<file path="src/rtl/mem_access_responder.sv">
// Memory access responder: one bus transaction per fetch/load/store phase, busy held until done.
// Optional MEM_TIMEOUT_EN aborts a stuck WAIT after TIMEOUT_CYCLES and raises a sticky bus_error.
module mem_access_responder #(
  parameter int unsigned ADDR_W         = 27,
  parameter int unsigned DATA_W         = 32,
  parameter int unsigned TIMEOUT_CYCLES = 255
) (
  input  logic              clk,
  input  logic              reset,
  input  logic              fetch,
  input  logic              getRegs,
  input  logic              readMem,
  input  logic              writeBack,
  output logic              busy,
  input  logic [ADDR_W-1:0] pc,
  input  logic [ADDR_W-1:0] mem_addr,
  input  logic [DATA_W-1:0] mem_wdata,
  input  logic              mem_rd,
  input  logic              mem_wr,
  output logic [DATA_W-1:0] instr,
  output logic [DATA_W-1:0] mem_q,
  output logic [ADDR_W-1:0] bus_addr,
  output logic [DATA_W-1:0] bus_data,
  output logic              bus_we,
  output logic              bus_start,
  input  logic [DATA_W-1:0] bus_q,
  input  logic              bus_done,
  output logic              bus_error
);

  typedef enum logic [1:0] {StIdle, StWait, StDone} state_e;
  typedef enum logic [1:0] {KindFetch, KindRead, KindWrite} kind_e;

  state_e            state_q, state_d;
  kind_e             kind_q, kind_sel;
  logic              need;
  logic              timeout;
  logic [ADDR_W-1:0] bus_addr_q;
  logic [DATA_W-1:0] bus_data_q, instr_q, mem_q_q;
  logic              bus_we_q, bus_start_q;

  // getRegs is a phase with no memory side effect; it only needs to be observed.
  logic unused_get_regs;
  assign unused_get_regs = getRegs;

  // Strobe priority on overlap: fetch > readMem > writeBack.
  always_comb begin
    need     = fetch | (readMem & mem_rd) | (writeBack & mem_wr);
    kind_sel = KindWrite;
    if (fetch) begin
      kind_sel = KindFetch;
    end else if (readMem & mem_rd) begin
      kind_sel = KindRead;
    end
  end

`ifdef MEM_TIMEOUT_EN
  logic [7:0] wait_cnt_q;
  logic       bus_error_q;

  assign timeout   = (state_q == StWait) && !bus_done &&
                     (wait_cnt_q == 8'(TIMEOUT_CYCLES - 1));
  assign bus_error = bus_error_q;

  always_ff @(posedge clk) begin
    if (reset) begin
      wait_cnt_q  <= 8'd0;
      bus_error_q <= 1'b0;
    end else begin
      if (state_q == StIdle && need) begin
        wait_cnt_q <= 8'd0;
      end else if (state_q == StWait) begin
        wait_cnt_q <= wait_cnt_q + 8'd1;
      end
      if (timeout) begin
        bus_error_q <= 1'b1;
      end
    end
  end
`else
  localparam int unsigned UnusedTimeout = TIMEOUT_CYCLES;
  assign timeout   = 1'b0;
  assign bus_error = 1'b0;
`endif

  always_comb begin
    state_d = state_q;
    busy    = 1'b0;
    unique case (state_q)
      StIdle: begin
        if (need) begin
          busy    = 1'b1;
          state_d = StWait;
        end
      end
      StWait: begin
        busy = 1'b1;
        if (bus_done || timeout) begin
          state_d = StDone;
        end
      end
      StDone:  state_d = StIdle;
      default: state_d = StIdle;
    endcase
  end

  always_ff @(posedge clk) begin
    if (reset) begin
      state_q     <= StIdle;
      kind_q      <= KindFetch;
      bus_addr_q  <= '0;
      bus_data_q  <= '0;
      bus_we_q    <= 1'b0;
      bus_start_q <= 1'b0;
      instr_q     <= '0;
      mem_q_q     <= '0;
    end else begin
      state_q     <= state_d;
      bus_start_q <= 1'b0;
      if (state_q == StIdle && need) begin
        kind_q      <= kind_sel;
        bus_addr_q  <= fetch ? pc : mem_addr;
        bus_data_q  <= mem_wdata;
        bus_we_q    <= (kind_sel == KindWrite);
        bus_start_q <= 1'b1;
      end
      if (state_q == StWait && bus_done) begin
        if (kind_q == KindFetch) begin
          instr_q <= bus_q;
        end else if (kind_q == KindRead) begin
          mem_q_q <= bus_q;
        end
      end else if (timeout) begin
        // Aborted access hands the CPU a zero word rather than stale data.
        if (kind_q == KindFetch) begin
          instr_q <= '0;
        end else if (kind_q == KindRead) begin
          mem_q_q <= '0;
        end
      end
    end
  end

  assign bus_addr  = bus_addr_q;
  assign bus_data  = bus_data_q;
  assign bus_we    = bus_we_q;
  assign bus_start = bus_start_q;
  assign instr     = instr_q;
  assign mem_q     = mem_q_q;

endmodule
</file>
<file path="config.mk">
export PLATFORM = sky130hd
export DESIGN_NAME = mem_access_responder
export DESIGN_NICKNAME = d
export VERILOG_FILES = /design/src/rtl/mem_access_responder.sv
export SDC_FILE = /design/constraint.sdc
export NUM_CORES = 1
export LEC_CHECK = 0
export ABC_AREA = 1
export BUFFER_PORTS_ARGS = -buffer_cell sky130_fd_sc_hd__buf_4
export CORE_MARGIN = 5
export CORE_UTILIZATION = 25
export DETAILED_ROUTE_END_ITERATION = 12
export GPL_TIMING_DRIVEN = 0
export HOLD_SLACK_MARGIN = 0.08
export PLACE_DENSITY = 0.55
export SLEW_MARGIN = 20
export SYNTH_ARGS = -nofsm -noshare
export SYNTH_HDL_FRONTEND = slang
export SYNTH_SLANG_ARGS = --single-unit
</file>
<file path="constraint.sdc">
create_clock -name clk -period 1.5 [get_ports clk]
set_input_delay 0.075 -clock clk [delete_from_list [all_inputs] [get_ports clk]]
set_output_delay 0.075 -clock clk [all_outputs]
set_load 0.02 [all_outputs]
</file>
==> impl_summary.md, run 1 <==
Critical path
In this run the number of cells on the critical path is 7. The count of cells along the worst register-to-register path is 7. Among the stages of the critical path, the cell type that occurs most often is sky130_fd_sc_hd__nand2_1. Of all nets on the critical path, the largest fanout is 10.

The count of buffering cells on the critical path with inverters included is 2. The critical path launch point type is a register. Traced cell by cell, the critical path runs through nand2_1, nor2_4, buf_4, clkbuf_4, nand4_1, nand2_1, nor2_1.

The critical path is of the register to register type. The category of the worst setup path capture point is a register. For this run, the slowest stage of the critical path takes 0.38 ns.

On the critical path, the stage with the largest delay is an instance of sky130_fd_sc_hd__dfxtp_1. STA puts the critical path data required time at 1.81 ns. The endpoint arrival time on the critical path is 1.70 ns. In this design, the largest share of critical-path delay is due to simple AND/OR/NAND/NOR gates.

CTS
The clock tree from TritonCTS is yes. CTS saw 128 sinks. In this run, CTS created clock tree buffers numbering 17.

The source-to-sink clock delay at the later pin of the worst-skew pair is 0.42 ns. The clock tree synthesis step divided the H-tree into 4 levels. Clock tree synthesis selected as its root buffer the cell sky130_fd_sc_hd__clkbuf_16. The clock input transition at the sequential cells of the worst setup and hold paths is 0.06 ns. The largest buffer count on any clock path is 2.

Floorplan
The width of the die is 159 um. The effective utilization at floorplan is 25.3%. The die span in y is 159 um. The count of pins on the block boundary is 254. After floorplanning, the core was sized to cover 21800 sq um.

After floorplanning, the core was divided into 54 placement rows. The floorplan die area is 25200 sq um.

Synth
The summed instance area of the synthesized netlist is 5530 sq um. The synthesized-area fraction occupied by ao, oa, aoi and oai cells is 3.17%. The parity-gate share of the synthesized area counting xor and xnor cells is 0%. The adder-cell share of the synthesized area is 0%.

The largest total area in the synthesized netlist belongs to sky130_fd_sc_hd__dfxtp_1. The number of nets handed over by synthesis was 920. Of all flip-flops after synthesis, the portion carrying an async set or reset was 0%. The synthesized area per cell is 6.97 sq um. Counting flops and latches in the post-synthesis netlist gives 128. The most used flip-flop cell after synthesis is sky130_fd_sc_hd__dfxtp_1. For this run, the register share of the synthesized area comes to 46.3%. The number of distinct library cells after synthesis is 21.

Among all cell types in the netlist, the one instantiated most often is sky130_fd_sc_hd__nand2_1. The area fraction of the dominant cell type after synthesis is 46.3%. The post-synthesis simple-gate area fraction is 42.5%.

Of the post-synthesis cell area, the part taken by muxes is 0%. For this run, the number of Yosys warnings is 0. After synthesis, the largest family of logic cells by area is simple AND/OR/NAND/NOR gates. After synthesis, the cell types taking the most area are sky130_fd_sc_hd__dfxtp_1 46%, sky130_fd_sc_hd__nand2_1 13%, sky130_fd_sc_hd__nor2_1 12%. The number of flops mapped to enable cells by yosys is 0. Synthesis produced 793 cells. The commonest cells after synthesis are 189 x sky130_fd_sc_hd__nand2_1, 184 x sky130_fd_sc_hd__nor2_1, 128 x sky130_fd_sc_hd__dfxtp_1.

Drt
The detailed router finished its first iteration with 248 violations. The number of routed nets with antenna violations is 0. Summed over all layers, the routed wires come to 20500 um. Dividing the detail-routed wire length by the instance count gives 14.4 um. For this run, design rule violations remaining after detail routing come to 0. The routed layout has 6091 vias. The first TritonRoute pass finished after 5 iterations. The routed via count divided by cell count is 4.27.

Layout
After routing the design area is 9130 sq um. The antenna diode count is 0. The share of layout cells above drive strength 1 is 28.9%. For this run, the number of standard cells in the final layout without fillers is 1425.

The number of filler cells placed in the layout is 2275. The area growth from synthesis to layout is 65.1%. At the end of the flow, the number of nets in the layout was 1259.

Outcome
The run finished with clean final reports.

Place
Timing analysis after detailed placement gives a worst setup slack of -0.187 ns. The placed instances occupy a cell area of 7750 sq um. Detailed placement ended at an HPWL of 15500 um. After detailed placement, the design holds a cell count of 1322. The count of buffers added on input and output ports is 249.

The global placement routability congestion is 0.796.

STA
Counting I/O delays and the setup requirement, the final critical path takes 1.40 ns. The final-report setup violation count is 0. The final hold slack is 0.102 ns. The final count of pins violating max slew was 0. In the post-route analysis, the smallest setup slack over all paths is 0.102 ns. For the pin with the worst max-slew slack, the measured transition is 0.605 ns. Setup repair after global routing could not meet its margin everywhere.

The final critical path takes up 93.2% of the cycle. For the final database, setup skew stands at 0.0115 ns. Headroom to the max-slew limit came out at 59.7%. For this run, the top clock speed supported by timing is 716 MHz. The total count of hold-check failures in the final report is 0.

Min path
The class of the worst hold path is input pin to register. The worst hold path cell count is 6.

Global route
Across every metal layer, demand over resource in global routing totals 16.0%. The met1 usage in global routing is 19.4%. The via count of the first global-routing pass was 6146. The remaining global-route overflow is 0. The first-pass GRT wire length is 33100 um. Entering global routing, the biggest net connects 17 pins. The global routing's busiest layer is met2.

The global routing usage on met2 is 26.5%. The met3 capacity usage during global routing is 6.66%. The number of antenna violations at the first check in global routing came to 0.

Flow run
The count of max-cap constraint violations is 0.

Power and ir drop
The static leakage is 4.37 nW. For this design the ratio of total power to cell area is 1160 nW/um^2. The total power is 10.5 mW.

VDD sags by at most 0.000636 V.
[worst paths after layout]
| kind | from | to | slack, ns |
|---|---|---|---|
| max reg2reg | state_q[0] | mem_q[10] | 0.10 |
| min | mem_addr[14] | bus_addr[14] | 0.10 |
| max | state_q[0] | mem_q[10] | 0.10 |
| min reg2reg | instr[17] | instr[17] | 0.46 |
[worst reg2reg max path, cell delays in order (launching register included)]
cell	delay (ns)
sky130_fd_sc_hd__dfxtp_1	0.38
sky130_fd_sc_hd__nand2_1	0.14
sky130_fd_sc_hd__nor2_4	0.13
sky130_fd_sc_hd__buf_4	0.20
sky130_fd_sc_hd__clkbuf_4	0.22
sky130_fd_sc_hd__nand4_1	0.09
sky130_fd_sc_hd__nand2_1	0.09
sky130_fd_sc_hd__nor2_1	0.05
[layer usage]
metal	up-vias	share of wire, %
met5	-	0
li1	3185	-
met1	2675	44
met3	10	8.6
met2	221	47
met4	0	0.77
[area by class of cell]
class / instances / area, sq um / area share [%]
clock buffers: 19 / 443 / 4.85
plain buffers: 61 / 333 / 3.65
inverters: 37 / 139 / 1.52
flip-flops and latches: 128 / 2560 / 28.1
multi-input cells: 566 / 2550 / 27.9
clock inverters: 13 / 153 / 1.67
repair buffers: 321 / 2600 / 28.5
well taps: 280 / 350 / 3.84
[cells in the final DEF, fill, tap and decap left out, drive strengths merged]
| cell type | n |
|---|---|
| a21oi | 35 |
| and2 | 27 |
| buf | 288 |
| bufinv | 2 |
| clkbuf | 43 |
| clkinvlp | 5 |
| conb | 1 |
| dfxtp | 128 |
| dlygate4sd3 | 70 |
| inv | 43 |
| nand2 | 190 |
| nand3 | 60 |
| nand3b | 32 |
| nand4 | 33 |
| nor2 | 187 |
| nor3 | 1 |
[cells by family after synthesis]
family / count (synthesis)
and+or+nand+nor: 530
DFF: 128
buffers and inverters: 99
AOI/OAI and AO/OA: 35
other: 1
[timing repair]
action / CTS / global route
pin swaps: 1 / 0
hold buffers: 70 / 0
setup endpoints to repair: 91 / 91
resized for setup: 3 / 30
setup buffers: 2 / 0
hold endpoints to repair: 101 / 0
[report_power, final]
group	internal (mW)	switching (mW)	total [mW]	leakage, nW
combinational	1.08	1.35	2.43	3.04
clock	2.53	1.74	4.27	0.276
sequential	3.68	0.162	3.84	1.05
[per-stage QoR]
| step | setup TNS, ns | util (%) |
|---|---|---|
| 2_1_floorplan | 0 | - |
| 3_3_place_gp | -11.61 | 35.5 |
| 3_5_place_dp | -9.00 | 35.5 |
| 4_1_cts | 0 | 41.6 |
| 5_1_grt | -0.00717 | 41.8 |
| 6_report | 0 | 41.8 |
[state kept, by name (all words and copies together), names as in the netlist]
register   cells
bus_addr      27
bus_data      32
state_q        2
instr         32
bus_start      1
mem_q         32
kind_q         2
No activity file was read; power rests on OpenSTA's default activity.
==> run 2: changes to the inputs <==
--- a/config.mk
+++ b/config.mk
@@ -6,13 +6,13 @@
 export NUM_CORES = 1
 export LEC_CHECK = 0
 export ABC_AREA = 1
-export BUFFER_PORTS_ARGS = -buffer_cell sky130_fd_sc_hd__buf_4
 export CORE_MARGIN = 5
 export CORE_UTILIZATION = 25
 export DETAILED_ROUTE_END_ITERATION = 12
+export DONT_BUFFER_PORTS = 1
 export GPL_TIMING_DRIVEN = 0
 export HOLD_SLACK_MARGIN = 0.08
-export PLACE_DENSITY = 0.55
+export PLACE_DENSITY = 0.45
 export SLEW_MARGIN = 20
 export SYNTH_ARGS = -nofsm -noshare
 export SYNTH_HDL_FRONTEND = slang
==> run 2 against run 1 <==
Effect of this change:
- combinational power shrank 37%
- largest power group unchanged
- core utilization shrank 6.1 points
- sequential power grew 10%
- power shrank 3.1%
- cell area shrank 15%
- clock power grew 4%
- clock-buffer cell count is the same
- critical path depth shrank 1
==> impl_summary.md, run 2 (synthesis gave the netlist of run 1 again) <==
STA
Setup repair after global routing could not meet its margin everywhere. Setup violations remaining at the end of the flow were counted as 0. The worst setup slack after layout is 0.0623 ns. After layout, the minimum clock period comes to 1.44 ns. The total count of hold-check failures in the final report was 0. The worst-case clock skew is 0.0160 ns. The final count of pins violating max slew is 0. The ratio of final minimum period to clock period is 95.8%.

For this run, the top clock speed supported by timing is 696 MHz. Across all hold checks on the routed design, the worst slack comes to 0.0850 ns. At the pin with the least slew margin, the transition time is 0.553 ns. In this run the tightest slew margin relative to its limit is 63.2%.

CTS
The source-to-sink clock delay at the later pin of the worst-skew pair is 0.41 ns. The H-tree generated during clock tree synthesis spans 4 levels. The clock tree from TritonCTS is yes. The root buffer cell chosen for the clock tree is sky130_fd_sc_hd__clkbuf_16. After clock tree synthesis, the clock-pin slew on the worst setup and hold paths is 0.06 ns. For this design, the sink count on the clock tree is 128.

Clock tree synthesis inserted a total of 17 buffers. The largest buffer count on any clock path is 2.

Flow run
The count of max-cap constraint violations is 0.

Critical path
The worst register-to-register path has a depth of 6. The endpoint arrival time on the critical path is 1.75 ns. In this run the worst path has a maximum fanout of 10. The category of the worst setup path capture point is a register. The worst setup path is launched from a register. The required time at the endpoint of the critical path is 1.81 ns. The worst setup path is of the register to register kind.

Floorplan
The die covers 25200 sq um. The core area is 21800 sq um. The width of the die is 159 um. The initialized floorplan defines 54 standard-cell rows.

The count of pins on the block boundary is 254. The effective utilization at floorplan is 25.3%. The die span in y is 159 um.

Place
Before CTS, the worst setup slack after placement is -0.242 ns. Buffers placed on the I/O ports in this run total 0. Routability-driven placement finished with a final weighted congestion of 0.750. Detailed placement ended at an HPWL of 14400 um.

Global route
The total global-route track usage is 15.1%. Entering global routing, the biggest net connects 17 pins. The number of antenna violations at the first check in global routing was 1. The first global-routing pass estimated 31000 um of wire. The via count of the first global-routing pass is 5606. For this run the aggregate overflow at the end of global routing stands at 0.

Power and ir drop
In this run the static leakage power is 3.34 nW. The power per cell area is 1310 nW/um^2. Across the VDD grid, the largest voltage drop is 0.000520 V.

Drt
In the final routed layout, each cell accounts on average for 15.8 um. In the routed layout, each cell is associated on average with a via count of 4.47. The overall via count from detail_route is 5481. The number of DRC violations after detailed-routing iteration 0 is 222. Once detail routing completed, the nets flagged for antenna violations numbered 0.

The routed design has 19400 um of wire. The final routed DRC violation total is 0. The number of detailed-routing iterations run before antenna repair is 4.

Outcome
The flow ran to the end, and the final reports show no timing, DRC or antenna violations.

Layout
The post-route netlist has 8.67% of its cells at a drive strength greater than 1. The post-layout net count is 1060. The layout overhead on the synthesized area is 41.0%. The most frequent standard cell in the layout excluding fill and tap cells is sky130_fd_sc_hd__nand2_1. The library cells used most frequently in the layout, excluding fill and tap cells, are 188 x sky130_fd_sc_hd__nand2_1, 183 x sky130_fd_sc_hd__nor2_1, 127 x sky130_fd_sc_hd__dfxtp_1. Counting the fill cells in the layout gives 2341.

Min path
The path class of the tightest hold or removal check is input pin to register. The worst hold path was traced through 5 stages.
[run 2: cell types whose count changed in the layout (fill, tap and decap cells not counted), moves of 2 or more]
cell / delta
sky130_fd_sc_hd__clkinvlp_4: -3
sky130_fd_sc_hd__bufinv_16: +2
sky130_fd_sc_hd__buf_2: +2
sky130_fd_sc_hd__dlygate4sd3_1: +49
sky130_fd_sc_hd__clkinv_2: +3
sky130_fd_sc_hd__clkbuf_1: +2
sky130_fd_sc_hd__inv_6: -4
sky130_fd_sc_hd__clkinv_4: +3
sky130_fd_sc_hd__buf_4: -249
sky130_fd_sc_hd__clkbuf_2: -2
[run 2: path summary, 6_finish.rpt]
path | from | to | slack [ns]
max | state_q[1] | bus_data[18] | 0.06
min | pc[0] | bus_addr[0] | 0.09
max reg2reg | state_q[1] | bus_data[18] | 0.06
min reg2reg | state_q[0] | state_q[0] | 0.55
[run 2: layout make-up]
cell class	count	area, sq um	area share, %
clock buffers	19	443	5.68
well taps	280	350	4.50
repair buffers	121	1220	15.6
inverters	37	139	1.78
clock inverters	13	185	2.38
multi-input cells	566	2560	32.9
flip-flops and latches	128	2560	32.9
plain buffers	62	329	4.22
diodes	1	2.50	0.0321
[run 2: routing by layer]
metal | vias up | global-route usage (%) | part of all wire [%] | routed length [um]
met4 | 0 | 4.38 | 1.3 | 249
met5 | - | 0 | 0 | 0
met1 | 2487 | 17.8 | 42 | 8190
met3 | 15 | 6.51 | 9.8 | 1900
li1 | 2785 | - | - | -
met2 | 194 | 24.9 | 47 | 9100
[run 2: worst max-delay path: stages (launching register included)]
cell and delay [ns]:
sky130_fd_sc_hd__dfxtp_1 0.38, sky130_fd_sc_hd__nor2_4 0.16, sky130_fd_sc_hd__buf_12 0.12, sky130_fd_sc_hd__clkbuf_1 0.38
sky130_fd_sc_hd__nand3b_1 0.17, sky130_fd_sc_hd__nand2_1 0.09, sky130_fd_sc_hd__nor2_1 0.04
[run 2: per-stage QoR]
| stage | total power [mW] | instances | setup TNS (ns) | utilization, % | instance area (sq um) |
|---|---|---|---|---|---|
| 6_report | 10.2 | 1227 | 0 | 35.7 | 7790 |
| 3_3_place_gp | 5.53 | 1073 | -14.67 | 26.9 | 5880 |
| 2_1_floorplan | 5.13 | 793 | 0 | - | 5530 |
| 3_5_place_dp | 5.53 | 1073 | -14.87 | 26.9 | 5880 |
| 4_1_cts | 10.4 | 1226 | 0 | 35.5 | 7740 |
| 5_1_grt | 10.7 | 1227 | -0.0323 | 35.7 | 7790 |
[run 2: timing repair]
action / in CTS / in global routing
setup endpoints to repair: 92 / 89
gates resized for setup: 7 / 22
pin swaps: 1 / 0
hold buffers: 119 / 0
setup buffers: 2 / 0
hold endpoints to repair: 126 / 0
[run 2: report_power, final]
group | internal, mW | switching [mW] | leakage (nW)
Clock | 2.83 | 1.61 | 0.303
Sequential | 3.68 | 0.554 | 1.05
Combinational | 0.668 | 0.873 | 1.99
